File: src/rtl/if_stage.sv
// Instruction-fetch stage: owns the PC, issues req/ack fetches, absorbs
// hazard stalls in a one-entry hold buffer and squashes fetches on redirect.
//
// Handshake: a fetch is in flight on every cycle imem_req is high; imem_addr
// stays constant until the cycle imem_ack is seen with imem_req high, and
// that cycle's imem_rdata is the word for imem_addr. imem_req only drops in
// HOLD or under reset. The downstream side has no ready: valid marks a real
// instruction, and it is consumed at the clock edge when stall is low.
module if_stage #(
  parameter logic [31:0] RESET_PC = 32'h0000_0000,
  parameter logic [31:0] NOP      = 32'h0000_0013
) (
  input  logic        clk,
  input  logic        rst,
  input  logic        stall,
  input  logic        redirect,
  input  logic [31:0] redirect_pc,
  output logic        imem_req,
  output logic [31:0] imem_addr,
  input  logic        imem_ack,
  input  logic [31:0] imem_rdata,
  output logic        valid,
  output logic [31:0] pc,
  output logic [31:0] npc,
  output logic [31:0] ir
);

  typedef enum logic [1:0] {
    FETCH   = 2'd0,
    HOLD    = 2'd1,
    DISCARD = 2'd2
  } state_t;

  state_t      state, state_next;
  logic [31:0] fetch_pc, fetch_pc_next;
  logic [31:0] req_addr, req_addr_next;
  logic [31:0] hold_ir, hold_ir_next;
  logic [31:0] hold_pc, hold_pc_next;
  logic [31:0] target;

  // Redirect targets are word aligned regardless of the low bits from EX.
  assign target = redirect_pc & ~32'h3;
  assign npc    = pc + 32'd4;

  // State and data registers; all next values come from the block below.
  always_ff @(posedge clk) begin
    if (rst) begin
      state    <= FETCH;
      fetch_pc <= RESET_PC;
      req_addr <= RESET_PC;
      hold_ir  <= NOP;
      hold_pc  <= RESET_PC;
    end else begin
      state    <= state_next;
      fetch_pc <= fetch_pc_next;
      req_addr <= req_addr_next;
      hold_ir  <= hold_ir_next;
      hold_pc  <= hold_pc_next;
    end
  end

  // Next-state and output decode; redirect takes priority in every state.
  always_comb begin
    state_next    = state;
    fetch_pc_next = fetch_pc;
    req_addr_next = req_addr;
    hold_ir_next  = hold_ir;
    hold_pc_next  = hold_pc;
    imem_req      = 1'b0;
    imem_addr     = fetch_pc;
    valid         = 1'b0;
    pc            = fetch_pc;
    ir            = NOP;

    case (state)
      FETCH: begin
        imem_req = 1'b1;
        if (redirect) begin
          fetch_pc_next = target;
          if (!imem_ack) begin
            // The fetch in flight must still complete; remember its address.
            req_addr_next = fetch_pc;
            state_next    = DISCARD;
          end
        end else if (imem_ack) begin
          valid = 1'b1;
          ir    = imem_rdata;
          if (stall) begin
            hold_ir_next = imem_rdata;
            hold_pc_next = fetch_pc;
            state_next   = HOLD;
          end else begin
            fetch_pc_next = fetch_pc + 32'd4;
          end
        end
      end

      HOLD: begin
        pc = hold_pc;
        if (redirect) begin
          fetch_pc_next = target;
          state_next    = FETCH;
        end else begin
          valid = 1'b1;
          ir    = hold_ir;
          if (!stall) begin
            fetch_pc_next = hold_pc + 32'd4;
            state_next    = FETCH;
          end
        end
      end

      DISCARD: begin
        imem_req  = 1'b1;
        imem_addr = req_addr;
        if (redirect) begin
          fetch_pc_next = target;
        end
        if (imem_ack) begin
          state_next = FETCH;
        end
      end

      default: begin
        state_next = FETCH;
      end
    endcase

    // While reset is held the stage presents its reset values and issues
    // no request, whatever the state register currently holds.
    if (rst) begin
      imem_req = 1'b0;
      valid    = 1'b0;
      pc       = RESET_PC;
      ir       = NOP;
    end
  end

endmodule

File: config.mk
export PLATFORM = sky130hd
export DESIGN_NAME = if_stage
export DESIGN_NICKNAME = d
export VERILOG_FILES = /design/src/rtl/if_stage.sv
export SDC_FILE = /design/constraint.sdc
export NUM_CORES = 1
export LEC_CHECK = 0
export ABC_AREA = 0
export BUFFER_PORTS_ARGS = -buffer_cell sky130_fd_sc_hd__clkbuf_2
export CORE_MARGIN = 4
export CORE_UTILIZATION = 27
export DETAILED_ROUTE_END_ITERATION = 8
export SYNTH_ARGS = -nofsm -noshare
export SYNTH_HDL_FRONTEND = slang
export SYNTH_SLANG_ARGS = --single-unit
File: constraint.sdc
create_clock -name clk -period 4.8 [get_ports clk]
set_clock_uncertainty 0.05 [all_clocks]
set_input_delay 0.72 -clock clk [delete_from_list [all_inputs] [get_ports clk]]
set_output_delay 0.72 -clock clk [all_outputs]
set_load 0.02 [all_outputs]
==> flow_summary.toml <==
[floorplanning]
initial_core_util = 0.277
io_pins = 199
core-area_sq_um = 30900
rows = 64
dieHeight_um = 186
die_x_um = 186
dieArea_sq_um = 34600

[clock_network]
clk_path_buf_depth = 2
post_cts_buffers = 0
htreeDepth = 4
clk_pin_slew_worst_paths_ns = 0.06
clock_latency_ns = 0.43
cts_tree = "built"
cts_root_buffer = "clkbuf_16"
cts_buffers = 17
cts.sinks = 130

[timing]
min_period_over_period = 0.922
max_slew.worst_pin.slew_ns = 1.21
fmax_mhz = 226
slew_violations = 0
finalSetupViolCount = 0
hold_viol = 0
fin_setup_tns_ns = 0
min_period_ns = 4.43
maxSlewHeadroom = 0.193

[synth]
synthArstFlopShare = 0
yosys_most_used_dff = "dfxtp_1"
yosys_warnings = 0
syn_inst = 1198
synth_edf_count = 0
synth_cell_types = 68
avgSynthCellArea_sq_um = 7.15
synth-seq-cells = 130
syn-num-nets = 1275
synth_area_sq_um = 8570
yosysSeqAreaShare = 0.304

[detailed_routing]
viasPerCell = 5.22
firstDrtPassIters = 7
drc = 0
antenna_left = 0
routed-via-count = 9051
drt_wl_total_um = 30700
wl_per_cell_um = 17.7
drt-initial-drc-count = 730

[placed_design]
dpl.hpwl_um = 22500
gp_congestion = 0.920
io_buffers = 196
place_inst = 1699
place_area_sq_um = 9790

[layout]
instances_no_fill = 1733
final_area_sq_um = 10500
area_growth_pct = 22.0
seq_area_sq_um = 2600
post-route-util = 0.338
final_nets = 1399
drive_above_1_share = 0.225
fillers = 3278
multi_input_area_sq_um = 5410

[global_routing]
grt_max_degree = 65
grt_usage = 0.171
antenna_found_initial = 4
grt_pass1_wl_um = 47000
gr-total-overflow = 0
grt_pass1_vias = 8630

[setup_path]
cp_max_fo = 27
arrival_ns = 3.66
cp.buffers_inverters = 3
path_class = "flip-flop to output port"
max_stage_delay_ns = 0.60
cp_cell_sequence = "inv_1 > ha_1 > buf_4 > mux2i_1 > nor2_1 > ha_1 > nor3b_2 > nand4_1 > or4_1 > nor2_1 > xor2_1 > clkbuf_2"
r2r_setup_slack_ns = 1.63
cpMaxStageDelayCell = "or4_1"
path_delay_family = "simple AND/OR/NAND/NOR gates"
startpoint_type = "flip-flop"
critical_path_required_ns = 4.03
crit_path_end_kind = "output port"

[power]
p_leak_nw = 4.06
ir_drop_mv = 0.215
finalPower_mw = 3.82
powerDensity_nw_per_um2 = 366

[run]
cap_violations = 0

[hold_path]
hp-class = "flip-flop to flip-flop"

[status]
outcome = "finished, final reports clean"
==> placed cells by master (no fill, tap or decap), drive strengths merged, types with 11 or more instances in the layout <==
master  instances
nand2         251
clkbuf        217
dfxtp         130
a21oi         127
nor2          101
o21ai          53
nand3          42
mux2i          37
xnor2          37
xor2           34
a22oi          31
buf            30
mux2           26
nand4          23
inv            22
a221oi         21
nor3           16
and2           12
nor4           11
==> layer usage <==
metal,GRT usage,part of all wire,up-vias
met5,0,0.00068,-
met4,0.0519,0.022,4
met3,0.0459,0.068,42
met2,0.298,0.50,312
met1,0.207,0.41,4288
li1,-,-,4405
==> cell type report <==
type / instances / share of cell area
inverters: 22 / 0.00790
clock inverters: 10 / 0.0171
diodes: 2 / 0.000479
multi-input cells: 926 / 0.518
well taps: 396 / 0.0474
repair buffers: 225 / 0.115
clock buffers: 22 / 0.0454
flip-flops and latches: 130 / 0.249
==> worst paths after layout <==
check / startpoint / endpoint / cells after the start
min reg2reg: req_addr[24]$_SDFFE_PP0P_ / req_addr[24]$_SDFFE_PP0P_ / 2
min: req_addr[24]$_SDFFE_PP0P_ / req_addr[24]$_SDFFE_PP0P_ / 2
max: state[1]$_SDFFE_PP0P_ / npc[26] / 12
max reg2reg: state[1]$_SDFFE_PP0P_ / hold_pc[12]$_SDFFE_PP0P_ / 8
==> timing repair <==
| action | CTS | global route |
|---|---|---|
| hold buffers | 0 | 0 |
| hold endpoints to repair | 0 | 0 |
| setup endpoints to repair | 0 | 4 |
| resized for setup | 0 | 1 |
==> registers in the layout, indices dropped and copies added (netlist names) <==
signal,cells
hold_ir,32
req_addr,32
hold_pc,32
fetch_pc,32
state,2
==> cell usage after synthesis (all sizes together), types with 4 or more instances <==
cell,number,area share
a211oi,6,0.0058
a21o,6,0.0053
a21oi,127,0.074
a221oi,21,0.022
a22oi,31,0.027
a31oi,5,0.0037
and2,12,0.0088
and3,8,0.0058
and4,9,0.0092
buf,43,0.024
clkbuf,77,0.034
dfxtp,130,0.30
ha,8,0.012
inv,22,0.0096
mux2,26,0.034
mux2i,37,0.043
nand2,251,0.11
nand2b,5,0.0037
nand3,42,0.025
nand3b,7,0.0061
nand4,23,0.017
nor2,101,0.044
nor3,16,0.011
nor4,11,0.011
o211ai,4,0.0035
o21ai,53,0.031
o22ai,4,0.0029
or2,5,0.0037
xnor2,37,0.038
xor2,34,0.035
==> stage by stage <==
| stage | setup WS (ns) | hold slack (ns) |
|---|---|---|
| floorplan | 0.433 | 0.383 |
| global placement | 0.779 | 0.388 |
| detailed placement | 0.734 | 0.393 |
| CTS | 0.258 | 0.402 |
| global route | -0.0319 | 0.422 |
| finish | 0.373 | 0.400 |
==> worst reg2reg max path, cell delays in order (launching register included) <==
cell,delay (ns)
dfxtp_1,0.33
inv_1,0.14
ha_1,0.58
nor2b_1,0.30
and2_1,0.45
nand2_2,0.55
buf_4,0.46
nand2_1,0.12
a21oi_1,0.06
==> power by group <==
part	leakage [nW]	internal [mW]	total (mW)	switching, mW
Clock	0.324	0.961	1.46	0.503
Combinational	2.68	0.380	1.09	0.711
Sequential	1.06	1.16	1.27	0.109
Total	4.06	2.50	3.82	1.32
==> cell families (layout without fill, tap and decap cells) <==
kind of cell               count (synthesis)  after routing  share of synthesized area
muxes                                     63             63                     0.0774
DFF                                      130            130                      0.304
buffers and inverters                    142            279                     0.0676
and+or+nand+nor                          500            500                      0.263
AOI/OAI and AO/OA                        284            284                      0.204
xor gates and xnor gates                  71             71                     0.0726
adders and majority gates                  8              8                     0.0117
other                                      0              2                          0
Note: power is estimated with default switching activity, not from simulation.
